<file path="config.mk">
export PLATFORM = sky130hd
export DESIGN_NAME = regfile_port_arbiter
export DESIGN_NICKNAME = d
export VERILOG_FILES = /design/src/rtl/regfile_port_arbiter.sv
export SDC_FILE = /design/constraint.sdc
export NUM_CORES = 1
export LEC_CHECK = 0
export CAP_MARGIN = 40
export CORE_MARGIN = 2
export CORE_UTILIZATION = 48
export CTS_BUF_LIST = sky130_fd_sc_hd__clkbuf_4
export CTS_CLUSTER_SIZE = 24
export DETAILED_ROUTE_END_ITERATION = 16
export MAX_ROUTING_LAYER = met4
export PLACE_DENSITY = 0.88
export SLEW_MARGIN = 5
export SYNTH_ARGS = -nofsm -noshare
export SYNTH_HDL_FRONTEND = slang
export SYNTH_SLANG_ARGS = --single-unit
</file>
<file path="constraint.sdc">
create_clock -name clk -period 4.18 [get_ports clk]
set_input_delay 1.045 -clock clk [delete_from_list [all_inputs] [get_ports clk]]
set_output_delay 1.045 -clock clk [all_outputs]
set_load 0.03 [all_outputs]
</file>
<file path="src/rtl/regfile_port_arbiter.sv">
// rtl/regfile_port_arbiter.sv - round-robin register file write-port arbiter with pending-write scoreboard
//
// Purpose:
//   Shares the single register file write port between the ALU and MEM
//   writeback requesters. It uses round-robin arbitration with valid/ready
//   handshakes. It also tracks outstanding writes in a 32-entry scoreboard
//   and stalls any issue that reads or targets a pending register.
//
// Ports:
//   clk, reset                      clock, asynchronous active-low reset
//   alu_valid_i/rd_i/data_i         ALU writeback request, alu_ready_o grant
//   mem_valid_i/rd_i/data_i         MEM writeback request, mem_ready_o grant
//   issue_valid_i, issue_rd_i       issuing instruction and its destination
//   Read_Register_1_i/2_i           source registers of the issuing instruction
//   issue_stall_o                   hazard; the issue must be held
//   Reg_Write_o, Write_Register_o,  registered register file write port
//   Write_Data_o
//   pending_o                       scoreboard, bit k = write to rk outstanding

module regfile_port_arbiter #(
    parameter int N = 32
) (
    input  logic         clk,
    input  logic         reset,
    input  logic         alu_valid_i,
    input  logic [4:0]   alu_rd_i,
    input  logic [N-1:0] alu_data_i,
    output logic         alu_ready_o,
    input  logic         mem_valid_i,
    input  logic [4:0]   mem_rd_i,
    input  logic [N-1:0] mem_data_i,
    output logic         mem_ready_o,
    input  logic         issue_valid_i,
    input  logic [4:0]   issue_rd_i,
    input  logic [4:0]   Read_Register_1_i,
    input  logic [4:0]   Read_Register_2_i,
    output logic         issue_stall_o,
    output logic         Reg_Write_o,
    output logic [4:0]   Write_Register_o,
    output logic [N-1:0] Write_Data_o,
    output logic [31:0]  pending_o
);

    localparam logic GRANT_ALU = 1'b0;
    localparam logic GRANT_MEM = 1'b1;

    logic         last_grant_q, last_grant_d;
    logic         reg_write_q, reg_write_d;
    logic [4:0]   wr_reg_q, wr_reg_d;
    logic [N-1:0] wr_data_q, wr_data_d;
    logic [31:0]  pending_q, pending_d;

    logic         grant_alu, grant_mem, xfer;
    logic [4:0]   xfer_rd;
    logic [N-1:0] xfer_data;
    logic         issue_set;

    // The ALU wins unless MEM also requests and the ALU was served last.
    // Requesters never gate valid on ready, so a grant is a transfer.
    assign grant_alu = alu_valid_i & (~mem_valid_i | (last_grant_q == GRANT_MEM));
    assign grant_mem = mem_valid_i & ~grant_alu;
    assign xfer      = grant_alu | grant_mem;
    assign xfer_rd   = grant_alu ? alu_rd_i   : mem_rd_i;
    assign xfer_data = grant_alu ? alu_data_i : mem_data_i;

    assign alu_ready_o = grant_alu;
    assign mem_ready_o = grant_mem;

    // The stall is taken from the registered scoreboard only. A write leaving
    // the output stage this cycle still counts as pending, because there is no
    // bypass from Write_Data_o to the readers.
    assign issue_stall_o = issue_valid_i & (
        (pending_q[Read_Register_1_i] & (Read_Register_1_i != 5'd0)) |
        (pending_q[Read_Register_2_i] & (Read_Register_2_i != 5'd0)) |
        (pending_q[issue_rd_i]        & (issue_rd_i        != 5'd0)));

    assign issue_set = issue_valid_i & ~issue_stall_o & (issue_rd_i != 5'd0);

    always_comb begin
        last_grant_d = last_grant_q;
        if (grant_alu) begin
            last_grant_d = GRANT_ALU;
        end else if (grant_mem) begin
            last_grant_d = GRANT_MEM;
        end

        // An rd=0 transfer is consumed but never reaches the register file.
        reg_write_d = xfer & (xfer_rd != 5'd0);
        wr_reg_d    = xfer ? xfer_rd   : wr_reg_q;
        wr_data_d   = xfer ? xfer_data : wr_data_q;

        // The clear is applied before the set, so the set wins on the same
        // index: the newly issued producer is still outstanding.
        pending_d = pending_q;
        if (reg_write_q) begin
            pending_d[wr_reg_q] = 1'b0;
        end
        if (issue_set) begin
            pending_d[issue_rd_i] = 1'b1;
        end
        pending_d[0] = 1'b0;
    end

    always_ff @(posedge clk or negedge reset) begin
        if (!reset) begin
            last_grant_q <= GRANT_MEM;
            reg_write_q  <= 1'b0;
            wr_reg_q     <= 5'd0;
            wr_data_q    <= '0;
            pending_q    <= 32'd0;
        end else begin
            last_grant_q <= last_grant_d;
            reg_write_q  <= reg_write_d;
            wr_reg_q     <= wr_reg_d;
            wr_data_q    <= wr_data_d;
            pending_q    <= pending_d;
        end
    end

    assign Reg_Write_o      = reg_write_q;
    assign Write_Register_o = wr_reg_q;
    assign Write_Data_o     = wr_data_q;
    assign pending_o        = pending_q;

endmodule

</file>
==> impl_metrics.py <==
metrics = {
    "synthesis": {
        "synth_cell_types": 48,
        "yosys_warnings": 0,
        "synth.largest_area_cell": "dfrtp_1",
        "syn_avg_cell_area_um2": 10.2,
        "yosys-top-cells-area": "dfrtp_1 (42%), mux2i_1 (14%), mux4_2 (6.1%), a21oi_1 (4.5%), o21ai_0 (4.1%)",
        "synth_top_area_share": 0.424,
        "synth_area_mm2": 0.00407,
        "syn-instance-count": 399,
        "syn_nets": 493,
        "ys_seq_area_frac": 0.430,
        "ys_ff_latch": 70,
    },
    "sta": {
        "finalSetupViolCount": 0,
        "finalCritPeriodShare": 0.978,
        "finClkSkew_ns": 0.0211,
        "final_hold_viol_count": 0,
        "max_freq_mhz": 245,
        "slew-limit-headroom": 0.635,
        "timing.final.max_slew_violations": 0,
        "worstMarginPinSlew_ns": 0.548,
        "setup-tns-final_ns": 0,
        "min_period_ns": 4.09,
        "rsz0062_at_grt": "false",
    },
    "drt": {
        "dr.pass1.iters": 5,
        "dr.first_iter.drc_count": 337,
        "via_count": 3998,
        "wl_per_cell_um": 19.2,
        "drc": 0,
        "routed_wirelength_um": 13000,
        "vias_per_cell": 5.91,
        "ant_nets": 0,
    },
    "clock_tree": {
        "cts.clk_slew.worst_paths_ns": 0.11,
        "cts_tree": "built",
        "root_buffer": "clkbuf_4",
        "clk_path_buf_depth": 2,
        "cts.sinks": 70,
        "clkLatencyLatePin_ns": 0.43,
        "postCtsHoldBufs": 0,
        "htreeDepth": 3,
        "cts_buffers": 9,
    },
    "worst_setup_path": {
        "cp.arrival_ns": 3.04,
        "crit_type": "input pin to output port",
        "reg2reg_depth": 7,
        "path_cells": "clkdlybuf4s50_1, buf_12, mux4_1, o2111ai_2, and4_1, a31oi_1, buf_4",
        "cp_data_required_time_ns": 3.13,
        "cp.buffers_inverters": 3,
        "startpoint_type": "input pin",
        "cp_slowest_cell": "mux4_1",
        "r2r_slack_ns": 2.02,
        "end_kind": "output port",
        "cpPeakStageDelay_ns": 0.58,
        "crit-reg2reg-capture": "pending_o[31]$_DFF_PN0_",
        "reg2reg_from": "pending_o[10]$_DFF_PN0_",
        "crit_fanout": 12,
        "critical_path.top_delay_family": "buffers and inverters",
    },
    "worst_hold_path": {
        "hold_path_class": "flip-flop to flip-flop",
        "holdPathEnd": "last_grant_q$_DFFE_PN1P_",
        "hold_path_depth": 2,
        "min_from": "last_grant_q$_DFFE_PN1P_",
    },
    "power_and_ir_drop": {
        "powerDensity_mw_per_mm2": 540,
        "netSwitchingPower_mw": 1.37,
        "power.internal_mw": 1.92,
        "clkPwrFrac": 0.165,
        "seqPwrFrac": 0.354,
        "p_leak_nw": 2.49,
        "irDropWorstVdd_uv": 274,
        "p_comb_frac": 0.482,
        "fin_total_pwr_mw": 3.29,
        "switching_share": 0.417,
    },
    "global_routing": {
        "grt_overflow": 0,
        "grt_max_degree": 41,
        "antenna_found_initial": 0,
        "grt_usage": 0.292,
        "grt_pass1_vias": 3988,
        "grt_pass1_wl_um": 19800,
    },
    "final_layout": {
        "stdcell_count": 677,
        "antenna_cells": 0,
        "final_cell_mix": "clkdlybuf4s50_1 (159), dfrtp_1 (69), mux2i_1 (56), nor2_1 (42), a21oi_1 (37)",
        "final_common_cell": "clkdlybuf4s50_1",
        "stdcell_area_mm2": 0.00610,
        "layout-drive-gt1-share": 0.112,
        "nFillCells": 557,
        "finalNetCount": 661,
        "syn_to_final_growth_pct": 49.7,
    },
    "die": {
        "start_util": 0.496,
        "die_y_um": 96.1,
        "coreArea_mm2": 0.00822,
        "dieArea_mm2": 0.00924,
        "ios": 167,
        "fp.dieW_um": 96.1,
        "rows": 33,
    },
    "placement": {
        "gp_congestion": 0.979,
        "port_buffers": 165,
        "numPlacedInstances": 659,
        "dpl_cell_area_mm2": 0.00588,
        "dp_hpwl_um": 9890,
    },
    "run_status": {
        "outcome": "finished clean",
    },
    "run": {
        "drv_cap": 0,
    },
}
## final cells by class
cell class	instances	area (um^2)	area share
flip-flops and latches	70	1750	0.287
multi-input cells	296	2190	0.359
clock buffers	9	67.6	0.0111
repair buffers	186	1830	0.300
clock inverters	7	113	0.0185
well taps	105	131	0.0215
inverters	4	15.0	0.00246
## kinds of logic (layout without fill, tap and decap cells)
kind of cell | Yosys count | after routing | share of synthesized area
and+or+nand+nor | 105 | 105 | 0.151
AOI/OAI and AO/OA | 117 | 117 | 0.156
muxes | 73 | 73 | 0.226
DFF | 70 | 70 | 0.430
buffers and inverters | 33 | 206 | 0.0353
other | 1 | 1 | 0.000921
## worst max path at each step
stage / cells after the start / start / end / slack [ns]
6_report: 7 / issue_rd_i[0] / issue_stall_o / 0.09
3_5_place_dp: 7 / Read_Register_1_i[2] / issue_stall_o / -0.15
4_1_cts: 8 / issue_rd_i[0] / issue_stall_o / 0.01
5_1_grt: 7 / issue_rd_i[0] / issue_stall_o / 0.0004
3_3_place_gp: 7 / Read_Register_1_i[2] / issue_stall_o / -0.01
2_1_floorplan: 4 / Read_Register_2_i[3] / issue_stall_o / 0.29
## power groups by stage
| stage | Sequential (mW) | Combinational, mW | Clock, mW |
|---|---|---|---|
| global placement | 1.16 | 1.54 | 0 |
| detailed placement | 1.17 | 1.58 | 0 |
| floorplan | 1.46 | 0.534 | 0 |
| finish | 1.16 | 1.59 | 0.542 |
| global route | 1.19 | 1.68 | 0.581 |
| CTS | 1.15 | 1.59 | 0.551 |
## flip-flops by register name, summed over array words and instances (netlist names)
register / count
Write_Data_o: 32
Reg_Write_o: 1
last_grant_q: 1
pending_o: 31
Write_Register_o: 5
## through the flow
step / utilization / hold slack, ns / worst slack (ns)
finish: 0.742 / 0.504 / 0.0918
global route: 0.742 / 0.521 / 0.000422
CTS: 0.739 / 0.506 / 0.0110
detailed placement: 0.716 / 0.485 / -0.153
global placement: 0.714 / 0.482 / -0.00986
floorplan: - / 0.471 / 0.288
## metal layers
metal | wire [um] | vias to the layer above | track usage | part of all wire
met3 | 1270 | 29 | 0.0689 | 0.098
met5 | 0 | - | - | 0
met1 | 4950 | 1898 | 0.353 | 0.38
li1 | - | 1822 | - | -
met4 | 271 | 0 | 0.107 | 0.021
met2 | 6480 | 249 | 0.477 | 0.50
## what timing repair did
item | CTS | global route
pin swaps | 0 | 3
buffers inserted | 0 | 2
endpoints found under the setup margin | 1 | 1
resized for setup | 1 | 4
## synthesized netlist by cell type (all sizes together)
cell	instances
dfrtp	69
o21ai	64
mux2i	56
nor2	42
a21oi	37
clkbuf	17
mux4	14
buf	12
nand2	12
nand2b	9
nand3b	9
nand3	6
inv	4
nand4	4
mux2	3
nor2b	3
nor3	3
or3b	3
and3	2
nor3b	2
nor4	2
o2111ai	2
o211ai	2
o22ai	2
or3	2
or4	2
a2111oi	1
a211o	1
a22oi	1
a311oi	1
a31oi	1
a32oi	1
and2	1
and4	1
conb	1
dfstp	1
nand4b	1
nor4bb	1
o22a	1
o311a	1
o32ai	1
o41ai	1
## tightest hold or removal path: cells and delay by family, from the launching register on
family / cells / cell delay (ns)
flip-flops: 1 / 0.38
AO/OA/AOI/OAI: 1 / 0.08
buffers and inverters: 1 / 0.05
No activity file was read; power rests on OpenSTA's default activity.
